===== src/rtl/dmem_arbiter.sv =====
`default_nettype none
// ============================================================================
// Module   : dmem_arbiter
// Brief    : Shares the dmem port between the processor (default priority)
//            and a debug/loader requester with a starvation-forced stall.
// Revision : 1.0
// ============================================================================
module dmem_arbiter #(
  parameter int ADDR_W   = 12,
  parameter int DATA_W   = 32,
  parameter int MAX_WAIT = 8
) (
  input  logic              clock,
  input  logic              reset,
  input  logic              cpu_req,
  input  logic              cpu_wren,
  input  logic [ADDR_W-1:0] cpu_address,
  input  logic [DATA_W-1:0] cpu_data,
  output logic [DATA_W-1:0] cpu_q,
  output logic              cpu_stall,
  input  logic              dbg_valid,
  output logic              dbg_ready,
  input  logic              dbg_wren,
  input  logic [ADDR_W-1:0] dbg_address,
  input  logic [DATA_W-1:0] dbg_data,
  output logic [DATA_W-1:0] dbg_rdata,
  output logic              dbg_rvalid,
  output logic [ADDR_W-1:0] mem_address,
  output logic [DATA_W-1:0] mem_data,
  output logic              mem_wren,
  input  logic [DATA_W-1:0] mem_q
);

  localparam int                 c_cnt_w    = $clog2(MAX_WAIT + 1);
  localparam logic [c_cnt_w-1:0] c_max_wait = c_cnt_w'(MAX_WAIT);

  localparam logic [1:0] c_st_idle    = 2'd0;
  localparam logic [1:0] c_st_rd_rsp  = 2'd1;
  localparam logic [1:0] c_st_wr_done = 2'd2;

  logic [1:0]         r_state;
  logic [1:0]         w_state_nxt;
  logic [c_cnt_w-1:0] r_wait_cnt;
  logic [DATA_W-1:0]  r_dbg_rdata;
  logic               w_starve;
  logic               w_grant;

  // Grant is gated by reset so nothing reaches dmem while reset is held.
  assign w_starve = (r_wait_cnt >= c_max_wait);
  assign w_grant  = dbg_valid & (r_state == c_st_idle) & (~cpu_req | w_starve) & reset;

  always_ff @(posedge clock or negedge reset) begin
    if (!reset) begin
      r_state <= c_st_idle;
    end else begin
      r_state <= w_state_nxt;
    end
  end

  always_comb begin
    w_state_nxt = c_st_idle;
    case (r_state)
      c_st_idle: begin
        if (w_grant) begin
          w_state_nxt = dbg_wren ? c_st_wr_done : c_st_rd_rsp;
        end
      end
      c_st_rd_rsp:  w_state_nxt = c_st_idle;
      c_st_wr_done: w_state_nxt = c_st_idle;
      default:      w_state_nxt = c_st_idle;
    endcase
  end

  always_comb begin
    dbg_ready  = w_grant;
    cpu_stall  = cpu_req & w_grant;
    dbg_rvalid = (r_state == c_st_rd_rsp);
    cpu_q      = mem_q;
    if (w_grant) begin
      mem_address = dbg_address;
      mem_data    = dbg_data;
      mem_wren    = dbg_wren;
    end else begin
      mem_address = cpu_address;
      mem_data    = cpu_data;
      mem_wren    = cpu_wren & cpu_req & reset;
    end
  end

  always_ff @(posedge clock or negedge reset) begin
    if (!reset) begin
      r_wait_cnt <= '0;
    end else if (!dbg_valid || w_grant) begin
      r_wait_cnt <= '0;
    end else if (r_wait_cnt != c_max_wait) begin
      r_wait_cnt <= r_wait_cnt + 1'b1;
    end
  end

  // dmem latches on the falling edge, so mem_q already holds the read data here.
  always_ff @(posedge clock or negedge reset) begin
    if (!reset) begin
      r_dbg_rdata <= '0;
    end else if (w_grant && !dbg_wren) begin
      r_dbg_rdata <= mem_q;
    end
  end

  assign dbg_rdata = r_dbg_rdata;

endmodule
`default_nettype wire


===== config.mk =====
export PLATFORM = sky130hd
export DESIGN_NAME = dmem_arbiter
export DESIGN_NICKNAME = d
export VERILOG_FILES = /design/src/rtl/dmem_arbiter.sv
export SDC_FILE = /design/constraint.sdc
export NUM_CORES = 1
export LEC_CHECK = 0
export ABC_AREA = 1
export CAP_MARGIN = 20
export CORE_MARGIN = 2
export CORE_UTILIZATION = 32
export CTS_BUF_LIST = sky130_fd_sc_hd__clkbuf_8
export CTS_CLUSTER_SIZE = 24
export DETAILED_ROUTE_END_ITERATION = 8
export PLACE_DENSITY = 0.87
export REMOVE_ABC_BUFFERS = 1
export SYNTH_ARGS = -nofsm -noshare
export SYNTH_HDL_FRONTEND = slang
export SYNTH_SLANG_ARGS = --single-unit

===== constraint.sdc =====
create_clock -name clock -period 1.6 [get_ports clock]
set_input_delay 0.32 -clock clock [delete_from_list [all_inputs] [get_ports clock]]
set_output_delay 0.32 -clock clock [all_outputs]
set_load 0.02 [all_outputs]

==> impl_table.tex <==
\begin{tabular}{lr}
\hline
Metric & Value \\
\hline
\multicolumn{2}{l}{\textbf{Yosys}} \\
\quad Cell count after synthesis & 372 \\
\quad Netlist Area Pre-Place & 0.00257 sq mm \\
\quad Number of different library cells in the post-synthesis netlist & 16 \\
\quad Cell taking the most area after synthesis & sky130\_fd\_sc\_hd\_\_dfrtp\_1 \\
\quad Portion of synthesized cell area occupied by the leading cell type & 37.0\% \\
\quad Synth warn & 0 \\
\quad Yosys reg bits & 38 \\
\quad Syn\_area\_per\_cell & 6.91 sq um \\
\quad Biggest area contributors in the synthesized netlist & sky130\_fd\_sc\_hd\_\_dfrtp\_1, sky130\_fd\_sc\_hd\_\_nand2\_1, sky130\_fd\_sc\_hd\_\_buf\_4 \\
\quad Sequential fraction of the synthesis area & 37.0\% \\
\multicolumn{2}{l}{\textbf{Layout}} \\
\quad Most common cell after layout, fill and taps aside & sky130\_fd\_sc\_hd\_\_clkdlybuf4s50\_1 \\
\quad Fill cells & 571 \\
\quad Commonest non-fill, non-tap cells in the layout & sky130\_fd\_sc\_hd\_\_clkdlybuf4s50\_1, sky130\_fd\_sc\_hd\_\_nand2\_1, sky130\_fd\_sc\_hd\_\_buf\_6 \\
\quad Net count of the finished layout & 747 \\
\quad Layout overhead on the synthesized area & 126\% \\
\quad Non-Filler Cell Area, Final & 0.00582 sq mm \\
\quad Number of antenna cells inserted & 0 \\
\quad Final cell count without fillers & 721 \\
\quad Ratio of cells with drive above 1 in the final layout & 30.4\% \\
\multicolumn{2}{l}{\textbf{STA}} \\
\quad Final worst slack & -0.314 ns \\
\quad RSZ-0062 raised after global routing & true \\
\quad Setup violators final & 47 \\
\quad F\_max & 523 MHz \\
\quad Final hold slack & 0.254 ns \\
\quad Pin slew with the least headroom to its limit & 0.484 ns \\
\quad Hold Violations, Final & 0 \\
\quad Period utilisation layout & 120\% \\
\quad Final clock skew & 0.00215 ns \\
\quad Slew headroom & 67.7\% \\
\quad Pins Over Slew Limit & 0 \\
\quad Post-route minimum period & 1.91 ns \\
\multicolumn{2}{l}{\textbf{Status}} \\
\quad Result of the run & finished with violations \\
\quad Violations in the final reports & negative setup slack \\
\multicolumn{2}{l}{\textbf{Global routing}} \\
\quad First-pass GRT wire length & 18.5 mm \\
\quad Antenna violations before repair & 0 \\
\quad Remaining Overflow, GRT & 0 \\
\quad Gr usage total & 27.1\% \\
\quad Via count of the first global-routing pass & 3,670 \\
\quad Maximum number of pins on one net before global-route repair & 39 \\
\multicolumn{2}{l}{\textbf{Worst hold path}} \\
\quad Min-Delay Path Class & in2async \\
\multicolumn{2}{l}{\textbf{Floorplanning}} \\
\quad Placeable core region & 0.00777 sq mm \\
\quad Starting utilization of the core area & 33.1\% \\
\quad Die Ht & 93.6 um \\
\quad Die area & 0.00876 sq mm \\
\quad Die outline width & 93.6 um \\
\quad Placement Rows & 32 \\
\quad IO Pins & 238 \\
\multicolumn{2}{l}{\textbf{Placed design}} \\
\quad Pre-CTS WS & -0.875 ns \\
\quad Placer's final routability congestion estimate & 0.926 \\
\quad Instance area at placement & 0.00505 sq mm \\
\quad Count of input and output buffers & 237 \\
\quad Cell Count Post-Placement & 697 \\
\quad Dpl hpwl & 8.72 mm \\
\multicolumn{2}{l}{\textbf{Flow run}} \\
\quad Maxcap violations & 0 \\
\multicolumn{2}{l}{\textbf{Setup path}} \\
\quad Type of destination of the critical path & output pin \\
\quad Required time reported for the critical path endpoint & 1.28 ns \\
\quad Crit Reg-Reg Startpoint & r\_state[0]\$\_DFF\_PN0\_ \\
\quad Worst EP arrival & 1.59 ns \\
\quad Maximum net fanout on the critical path & 6 \\
\quad Worst Path Class, Setup & reg2out \\
\quad R2r setup slk & 0.03 ns \\
\quad Worst Reg-to-Reg Cells & 9 \\
\quad Endpoint of the worst register-to-register path & dbg\_rdata[27]\$\_DFFE\_PN0P\_ \\
\quad Startpoint type of the worst setup path & flop \\
\multicolumn{2}{l}{\textbf{Route}} \\
\quad Detail Route Antenna Nets & 0 \\
\quad Routed vias & 3,622 \\
\quad Total routed wirelength & 13.2 mm \\
\quad Via density per instance & 5.02 \\
\quad Drt first-iter violations & 131 \\
\quad Detailed Routing Iterations Pass 1 & 4 \\
\quad Average wire per cell in the routed design & 18.2 um \\
\quad DRC Markers & 0 \\
\multicolumn{2}{l}{\textbf{Clocking}} \\
\quad Clk Latency, worst-skew pair & 0.27 ns \\
\quad TritonCTS Buffers & 5 \\
\quad Total of hold buffers inserted after clock tree synthesis & 0 \\
\quad Root buffer cell & sky130\_fd\_sc\_hd\_\_clkbuf\_8 \\
\quad Clock-pin transition on the worst setup and hold timing paths & 0.07 ns \\
\quad TritonCTS clock tree & yes \\
\quad CTS H-tree depth & 2 \\
\quad Number of clock sinks seen by CTS & 38 \\
\quad Clk buf depth & 2 \\
\multicolumn{2}{l}{\textbf{Power and ir drop}} \\
\quad Power Density & 679 mW/mm\^{}2 \\
\quad Static power due to leakage & 3.04 nW \\
\quad Overall power consumption & 3.95 mW \\
\quad Largest voltage drop on the vdd net & 0.339 mV \\
\hline
\end{tabular}
[repair_timing]
item | 4_1_cts | 5_1_grt
gates cloned | 7 | 5
gates resized for setup | 362 | 56
pin swaps | 15 | 31
endpoints found under the setup margin | 114 | 94
setup buffers | 5 | 2
[per-stage QoR]
stage,utilization [%],setup TNS [ns]
detailed placement,65.0,-56.06
global route,74.9,-16.24
global placement,65.0,-53.77
floorplan,-,-87.81
CTS,71.1,-13.08
finish,74.9,-13.17
[layout make-up]
type | count | area, sq um | area share, %
multi-input cells | 262 | 1410 | 24.3
repair buffers | 299 | 3200 | 55.0
clock buffers | 5 | 68.8 | 1.18
clock inverters | 2 | 10.0 | 0.172
well taps | 102 | 128 | 2.19
inverters | 13 | 48.8 | 0.838
flip-flops and latches | 38 | 951 | 16.3
[sequential cells by signal, summed over array words and instances, names as in the netlist]
signal      cells
r_state         2
dbg_rdata      32
r_wait_cnt      4
[worst max-delay path: stages, from the launching register on]
cell,delay (ns)
sky130_fd_sc_hd__dfrtp_1,0.40
sky130_fd_sc_hd__inv_2,0.07
sky130_fd_sc_hd__nand2_2,0.05
sky130_fd_sc_hd__nor2_4,0.17
sky130_fd_sc_hd__buf_6,0.18
sky130_fd_sc_hd__clkbuf_16,0.17
sky130_fd_sc_hd__nand3_2,0.07
sky130_fd_sc_hd__nand2_2,0.08
sky130_fd_sc_hd__buf_6,0.12
[synthesized netlist by cell type]
master                     count
sky130_fd_sc_hd__inv_2         1
sky130_fd_sc_hd__inv_1        12
sky130_fd_sc_hd__dfrtp_1      38
sky130_fd_sc_hd__nor2_1        9
sky130_fd_sc_hd__clkbuf_1      3
sky130_fd_sc_hd__nand2_2       1
sky130_fd_sc_hd__nor2_4        1
sky130_fd_sc_hd__nand4_2       1
sky130_fd_sc_hd__buf_4        39
sky130_fd_sc_hd__buf_2        15
sky130_fd_sc_hd__nand2_1     167
sky130_fd_sc_hd__buf_6         2
sky130_fd_sc_hd__nand3_1      47
sky130_fd_sc_hd__ha_1          2
sky130_fd_sc_hd__xor2_1        2
sky130_fd_sc_hd__nand4_1      32
[metal layers]
metal  wire [um]  GRT usage (%)  part of all wire (%)
met5           0              0                     0
met4         426           9.18                   3.2
met3        1100           5.08                   8.3
met2        7130           54.0                    54
met1        4510           27.8                    34
[power by group]
part	internal, mW	total [mW]	leakage, nW	switching [mW]
Sequential	1.14	1.24	0.484	0.104
Clock	0.292	0.600	0.0438	0.308
Combinational	1.07	2.11	2.51	1.04
[how the worst max path moves through the flow]
| stage | startpoint | to | slack (ns) | depth (start not counted) |
|---|---|---|---|---|
| after floorplan | r_state[0]$_DFF_PN0_ | cpu_stall | -1.55 | 5 |
| final | r_state[0]$_DFF_PN0_ | mem_address[11] | -0.31 | 8 |
| after global placement | dbg_valid | mem_data[26] | -0.84 | 7 |
| after CTS | r_state[0]$_DFF_PN0_ | mem_data[26] | -0.31 | 8 |
| after detailed placement | cpu_req | mem_data[20] | -0.87 | 7 |
| after global routing | r_state[0]$_DFF_PN0_ | mem_address[11] | -0.37 | 8 |
[cells by family (layout without fill, tap and decap cells)]
logic type,after synthesis,count (layout),synth area share [%]
fa+ha+maj,2,2,0.974
flops,38,38,37.0
xor+xnor,2,2,0.682
simple gates,258,258,43.8
buf+inv,72,319,17.5
No activity file was read; power rests on OpenSTA's default activity.
